==> src/rtl/blake2_io_stream.sv <==
// blake2_io_stream
// Byte-serial I/O front end for a BLAKE2 core (BLAKE2s with BB=64, BLAKE2b with BB=128).
//
// Input beats {cmd, byte} are written into one in-order FIFO. The entry at the FIFO head
// is then either consumed as configuration or forwarded to the core as a data byte with
// block framing.
//
// Ports:
//   clk, reset              clock, synchronous active-high reset
//   en_i                    slice enable (registered to en_q)
//   valid_i/cmd_i/data_i    input beat (cmd: 0 CONF, 1 START, 2 DATA, 3 LAST)
//   loopback_mode_i         hash_o source select (0 core, 1 data_o, 2/3 status)
//   in_ready_o              FIFO not full
//   overflow_o              sticky: a beat arrived while the FIFO was full
//   core_ready_i            core can take a data byte
//   ready_v_i/ready_v_o     core idle, qualified by an empty front end
//   hash_v_i/hash_i         core hash byte
//   hash_v_o/hash_o         hash byte out, through the loopback mux
//   kk_o/nn_o/ll_o          key length, digest length, message length
//   cfg_done_o, cfg_err_o   config-complete pulse, sticky range error
//   data_v_o/data_o         data byte to the core
//   data_idx_o              byte index within the block
//   block_first_o           current block was opened by START
//   block_last_o            this byte is the LAST byte
//   block_end_o             final byte of the block
module blake2_io_stream #(
  parameter int BB         = 64,
  parameter int LL_BYTES   = 8,
  parameter int FIFO_DEPTH = 4
) (
  input  logic                      clk,
  input  logic                      reset,
  input  logic                      en_i,
  input  logic                      valid_i,
  input  logic [1:0]                cmd_i,
  input  logic [7:0]                data_i,
  input  logic [1:0]                loopback_mode_i,
  output logic                      in_ready_o,
  output logic                      overflow_o,
  input  logic                      core_ready_i,
  input  logic                      ready_v_i,
  input  logic                      hash_v_i,
  input  logic [7:0]                hash_i,
  output logic                      ready_v_o,
  output logic                      hash_v_o,
  output logic [7:0]                hash_o,
  output logic [$clog2(BB/2):0]     kk_o,
  output logic [$clog2(BB/2):0]     nn_o,
  output logic [8*LL_BYTES-1:0]     ll_o,
  output logic                      cfg_done_o,
  output logic                      cfg_err_o,
  output logic                      data_v_o,
  output logic [7:0]                data_o,
  output logic [$clog2(BB)-1:0]     data_idx_o,
  output logic                      block_first_o,
  output logic                      block_last_o,
  output logic                      block_end_o
);

  localparam int IDX_W = $clog2(BB);
  localparam int KN_W  = $clog2(BB/2) + 1;
  localparam int AW    = $clog2(FIFO_DEPTH);
  localparam int CW    = $clog2(LL_BYTES + 2);
  localparam int LLW   = 8 * LL_BYTES;

  localparam logic [1:0] CMD_CONF  = 2'd0;
  localparam logic [1:0] CMD_START = 2'd1;
  localparam logic [1:0] CMD_LAST  = 2'd3;

  // FIFO storage and control
  logic [9:0]    mem_q [FIFO_DEPTH];
  logic [AW-1:0] wr_q, wr_d;
  logic [AW-1:0] rd_q, rd_d;
  logic [AW:0]   cnt_q, cnt_d;
  logic          ovf_q, ovf_d;

  logic          en_q, en_d;
  logic [1:0]    loop_q, loop_d;

  // Config state; the range flags are captured at load time from the full byte
  logic [CW-1:0]   cfg_cnt_q, cfg_cnt_d;
  logic [KN_W-1:0] kk_q, kk_d;
  logic [KN_W-1:0] nn_q, nn_d;
  logic            kk_bad_q, kk_bad_d;
  logic            nn_bad_q, nn_bad_d;
  logic [LLW-1:0]  ll_q, ll_d;
  logic            cfg_done_q, cfg_done_d;
  logic            cfg_err_q, cfg_err_d;

  // Data output state
  logic [IDX_W-1:0] data_cnt_q, data_cnt_d;
  logic             data_v_q, data_v_d;
  logic [7:0]       data_q, data_d;
  logic [IDX_W-1:0] idx_q, idx_d;
  logic             first_q, first_d;
  logic             last_q, last_d;
  logic             end_q, end_d;

  logic       valid, full, empty, pop, push, conf_pop, data_pop, blk_end;
  logic [9:0] head;
  logic [1:0] head_cmd;
  logic [7:0] head_byte;
  logic [3:0] occ4;

  always_comb begin
    valid     = en_q & valid_i;
    full      = (cnt_q == (AW+1)'(FIFO_DEPTH));
    empty     = (cnt_q == '0);
    head      = mem_q[rd_q];
    head_cmd  = head[9:8];
    head_byte = head[7:0];
    // CONF heads never wait for the core; data heads need core_ready_i
    pop       = ~empty & ((head_cmd == CMD_CONF) | core_ready_i);
    conf_pop  = pop & (head_cmd == CMD_CONF);
    data_pop  = pop & (head_cmd != CMD_CONF);
    // A full FIFO still takes a beat when the head leaves on the same edge
    push      = valid & (~full | pop);
    blk_end   = (data_cnt_q == IDX_W'(BB-1)) | (head_cmd == CMD_LAST);

    wr_d       = push ? wr_q + AW'(1) : wr_q;
    rd_d       = pop  ? rd_q + AW'(1) : rd_q;
    cnt_d      = cnt_q;
    if (push & ~pop) cnt_d = cnt_q + (AW+1)'(1);
    if (pop & ~push) cnt_d = cnt_q - (AW+1)'(1);
    ovf_d      = ovf_q | (valid & full & ~pop);

    en_d       = en_i;
    loop_d     = en_q ? loopback_mode_i : loop_q;

    cfg_cnt_d  = cfg_cnt_q;
    kk_d       = kk_q;
    nn_d       = nn_q;
    kk_bad_d   = kk_bad_q;
    nn_bad_d   = nn_bad_q;
    ll_d       = ll_q;
    cfg_done_d = 1'b0;
    cfg_err_d  = cfg_err_q;

    data_cnt_d = data_cnt_q;
    data_v_d   = 1'b0;
    data_d     = data_q;
    idx_d      = idx_q;
    first_d    = first_q;
    last_d     = 1'b0;
    end_d      = 1'b0;

    if (conf_pop) begin
      data_cnt_d = '0;
      if (cfg_cnt_q == CW'(0)) begin
        kk_d      = head_byte[KN_W-1:0];
        kk_bad_d  = (head_byte > 8'(BB/2));
        cfg_err_d = 1'b0;
      end else if (cfg_cnt_q == CW'(1)) begin
        nn_d     = head_byte[KN_W-1:0];
        nn_bad_d = (head_byte == 8'd0) | (head_byte > 8'(BB/2));
      end else begin
        // Little-endian length: each new byte enters at the top and slides down
        ll_d = {head_byte, ll_q[LLW-1:8]};
      end
      if (cfg_cnt_q == CW'(LL_BYTES+1)) begin
        cfg_cnt_d  = '0;
        cfg_done_d = 1'b1;
        cfg_err_d  = kk_bad_q | nn_bad_q;
      end else begin
        cfg_cnt_d = cfg_cnt_q + CW'(1);
      end
    end

    if (data_pop) begin
      cfg_cnt_d  = '0;
      data_v_d   = 1'b1;
      data_d     = head_byte;
      idx_d      = data_cnt_q;
      last_d     = (head_cmd == CMD_LAST);
      end_d      = blk_end;
      // Only idx 0 decides block_first; a mid-block START is plain data
      if (data_cnt_q == '0) first_d = (head_cmd == CMD_START);
      data_cnt_d = blk_end ? '0 : data_cnt_q + IDX_W'(1);
    end
  end

  always_ff @(posedge clk) begin
    if (reset) begin
      wr_q       <= '0;
      rd_q       <= '0;
      cnt_q      <= '0;
      ovf_q      <= 1'b0;
      en_q       <= 1'b0;
      loop_q     <= '0;
      cfg_cnt_q  <= '0;
      kk_q       <= '0;
      nn_q       <= '0;
      kk_bad_q   <= 1'b0;
      nn_bad_q   <= 1'b0;
      ll_q       <= '0;
      cfg_done_q <= 1'b0;
      cfg_err_q  <= 1'b0;
      data_cnt_q <= '0;
      data_v_q   <= 1'b0;
      data_q     <= '0;
      idx_q      <= '0;
      first_q    <= 1'b0;
      last_q     <= 1'b0;
      end_q      <= 1'b0;
    end else begin
      wr_q       <= wr_d;
      rd_q       <= rd_d;
      cnt_q      <= cnt_d;
      ovf_q      <= ovf_d;
      en_q       <= en_d;
      loop_q     <= loop_d;
      cfg_cnt_q  <= cfg_cnt_d;
      kk_q       <= kk_d;
      nn_q       <= nn_d;
      kk_bad_q   <= kk_bad_d;
      nn_bad_q   <= nn_bad_d;
      ll_q       <= ll_d;
      cfg_done_q <= cfg_done_d;
      cfg_err_q  <= cfg_err_d;
      data_cnt_q <= data_cnt_d;
      data_v_q   <= data_v_d;
      data_q     <= data_d;
      idx_q      <= idx_d;
      first_q    <= first_d;
      last_q     <= last_d;
      end_q      <= end_d;
    end
  end

  // Entry storage needs no reset: the empty count guards every read
  always_ff @(posedge clk) begin
    if (push) mem_q[wr_q] <= {cmd_i, data_i};
  end

  always_comb begin
    occ4 = 4'(cnt_q);
    case (loop_q)
      2'd0:    hash_o = hash_i;
      2'd1:    hash_o = data_q;
      default: hash_o = {occ4, cfg_err_q, ovf_q, first_q, last_q};
    endcase
  end

  assign in_ready_o    = ~full;
  assign overflow_o    = ovf_q;
  assign ready_v_o     = ready_v_i & ~data_v_q & empty;
  assign hash_v_o      = hash_v_i;
  assign kk_o          = kk_q;
  assign nn_o          = nn_q;
  assign ll_o          = ll_q;
  assign cfg_done_o    = cfg_done_q;
  assign cfg_err_o     = cfg_err_q;
  assign data_v_o      = data_v_q;
  assign data_o        = data_q;
  assign data_idx_o    = idx_q;
  assign block_first_o = first_q;
  assign block_last_o  = last_q;
  assign block_end_o   = end_q;

endmodule

==> config.mk <==
export PLATFORM = sky130hd
export DESIGN_NAME = blake2_io_stream
export DESIGN_NICKNAME = d
export VERILOG_FILES = /design/src/rtl/blake2_io_stream.sv
export SDC_FILE = /design/constraint.sdc
export NUM_CORES = 1
export LEC_CHECK = 0
export BUFFER_PORTS_ARGS = -buffer_cell sky130_fd_sc_hd__buf_2
export CAP_MARGIN = 20
export CORE_AREA = 3 3 144 104
export CTS_BUF_LIST = sky130_fd_sc_hd__clkbuf_16
export CTS_CLUSTER_DIAMETER = 100
export DETAILED_ROUTE_END_ITERATION = 6
export DIE_AREA = 0 0 147 107
export PLACE_DENSITY = 0.69
export REMOVE_ABC_BUFFERS = 1
export SYNTH_ARGS = -nofsm -noshare
export SYNTH_HDL_FRONTEND = slang
export SYNTH_SLANG_ARGS = --single-unit
==> constraint.sdc <==
create_clock -name clk -period 2.8 [get_ports clk]
set_clock_uncertainty 0.2 [all_clocks]
set_input_delay 0.42 -clock clk [delete_from_list [all_inputs] [get_ports clk]]
set_output_delay 0.42 -clock clk [all_outputs]
set_load 0.005 [all_outputs]
==> reports/results.ini <==
[run_status]
run_status=completed

[floorplan]
start_util_pct=44.7
core-area_mm2=0.0138
num_io_pins=135
die_area_mm2=0.0157
die_w_um=147
rows=36
dieHeight_um=107

[timing]
tightest_slew_ns=0.717
worst_slack_ns=0.0584
period_share_pct=97.9
drv_slew=0
fmax_mhz=365
final-setup-viol-count=0
hold_viol_final=0
fin_crit_ns=2.74
slew_headroom_pct=52.2

[cts]
numCtsBuffers=17
cts.sinks=161
clkLatencyLatePin_ns=0.41
cts_root_buffer=clkbuf_16
cts_tree=done
clk_pin_slew_ns=0.06
cts_max_level=4
clockBufferDepth=2

[drt]
wl_per_cell_um=14.8
maxUsedRoutingLayer=met4
vias=4755
wl_met2_um=6990
ant_nets=0
drcViolationCount=0
wl_met1_um=6490
via_per_inst=4.92
drt_wl_total_um=14300
firstDrtPassIters=5
drt_iter0_drc=397
routed-wl-met3_um=675

[synth]
yosys_register_bits=161
synth_warnings=0
synthArstFlopShare_pct=0
netlist.top_cell.by_area=dfxtp_1
synth-edff-count=40
synthCells=623
synth.top_cell.area_share_pct=39.3
seq_area_frac_synth_pct=58.8
synthTopCellsByArea=dfxtp_1 (39%), edfxtp_1 (19%), nand2_1 (10%)
synth_ff_type=dfxtp_1
yosysUniqueCellTypes=45
avgSynthCellArea_um2=9.89
syn_area_mm2=0.00616

[pwr]
swShare_pct=26.3
pwr-share-comb_pct=14.7
clkPwrFrac_pct=38.6
power.total_mw=5.48
p_int_mw=4.04
power.density_mw_per_mm2=709
switchingPower_mw=1.44
ir_drop_mv=0.445
power_frac_seq_pct=46.7
p_leak_nw=3.05

[layout]
seq_area_mm2=0.00363
n_antenna_cell=0
drive_above_1_share_pct=26.6
synthToLayoutAreaGrowth_pct=25.5
fin_nets=799
stdcell_count=967
multiInputGateArea_mm2=0.00239
fin_util_pct=56.1
fillerInstances=1238

[setup_path]
startpoint_type=flip-flop
cp_cell_sequence=mux4_2 > nor2_4 > buf_4 > o311a_4 > inv_4 > ha_4 > inv_1 > fa_2 > xor2_1 > or3_1 > a21oi_2
slowest_delay_ns=0.40
cp_num_buf_inv=3
path_class=reg -> reg
crit_path_max_fanout=3
critPathRequiredTime_ns=2.94
cpMaxStageDelayCell=or3_1
reg2reg_slack_ns=0.06
cp-end-kind=flip-flop
worstPathArrival_ns=2.88
path_delay_family=simple AND/OR/NAND/NOR gates

[global_route]
grt_pass1_vias=4664
grt.total_usage_pct=18.2
grt_antenna_before_repair=0
grt_pass1_wl_um=23000
grt_max_degree=69
overflow=0

[place]
placedCellCount=934
numPortBuffers=132
pre_cts_slack_ns=-0.00945
hpwl_um=9940
gp_congestion=0.801

[job]
maxCapViolations=0

[worst_hold_path]
min_path_type=in -> reg

[worst paths after layout]
| kind | start | end | cells past startpoint |
|---|---|---|---|
| setup reg to reg | flip-flop | cnt_q[2]$_SDFFE_PP0P_ | 11 |
| hold reg to reg | ll_o[2]$_SDFFE_PP0P_ | ll_o[2]$_SDFFE_PP0P_ | 2 |
| setup / recovery | flip-flop | cnt_q[2]$_SDFFE_PP0P_ | 11 |
| hold / removal | data_i[1] | mem_q[2][1]$_DFFE_PP_ | 1 |
[power groups by stage]
stage,combinational [mW],clock (mW),sequential (mW)
final,0.806,2.12,2.56
after global routing,0.885,2.26,2.57
after CTS,0.771,2.16,2.56
after detailed placement,0.767,0,2.61
after global placement,0.742,0,2.60
after floorplan,0.413,0,2.61
[metrics by stage]
step                hold WS (ns)  instance area (µm²)  setup TNS (ns)
floorplan                  0.247                 6010          -17.05
global placement           0.238                 7140               0
detailed placement         0.250                 7140        -0.00945
CTS                       0.0177                 7690               0
global route              0.0228                 7730         -0.0167
finish                    0.0271                 7730               0
[layout by cell type, fill, tap and decap left out, types with 10 or more instances in the layout]
cell type,count
dfxtp_1,120
mux2i_1,27
nor2_1,39
edfxtp_1,40
o21ai_0,14
clkbuf_16,17
buf_2,131
nand2_1,167
mux4_2,10
buf_4,24
a21oi_1,81
[cell usage after synthesis (all sizes together), types with 7 or more instances]
cell and instances:
nor2b 7, clkbuf 26, dfxtp 121, o21ai 16, ha 7, nor3 8
a21oi 82, edfxtp 40, mux2i 27, buf 10, nand2 168, inv 9
nor2 41, mux4 10
[what timing repair did]
item,in CTS,in global routing
endpoints found under the setup margin,1,2
resized for setup,1,10
buffers inserted,0,1
hold buffers,0,0
pin swaps,0,3
[per-layer routing]
metal  global-route usage, %  vias to the layer above
met2                    30.0                      108
met3                    3.76                       13
met4                    5.85                        0
met5                       0                        -
met1                    24.3                     2222
li1                        -                     2412
[state kept, by name, indices dropped and copies added, names as in the netlist, 2 cells and up, named ones only]
signal,count
cfg_cnt_q,4
cnt_q,3
data_cnt_q,6
data_idx_o,6
data_o,8
kk_o,6
ll_o,64
loop_q,2
mem_q,40
nn_o,6
rd_q,2
wr_q,2
[kinds of logic after synthesis]
logic type,share of synthesized area [%]
and+or+nand+nor,17.6
muxes,8.04
DFF,58.8
xor gates and xnor gates,0.995
AOI/OAI and AO/OA,9.74
adders and majority gates,1.75
buffers and inverters,3.09
[cell type report]
cell class	count	share of cell area, %
inverters	9	0.469
repair buffers	158	11.6
well taps	190	3.07
multi-input cells	417	30.9
clock inverters	15	1.59
clock buffers	17	5.50
flip-flops and latches	161	46.9
No activity file was read; power rests on OpenSTA's default activity.
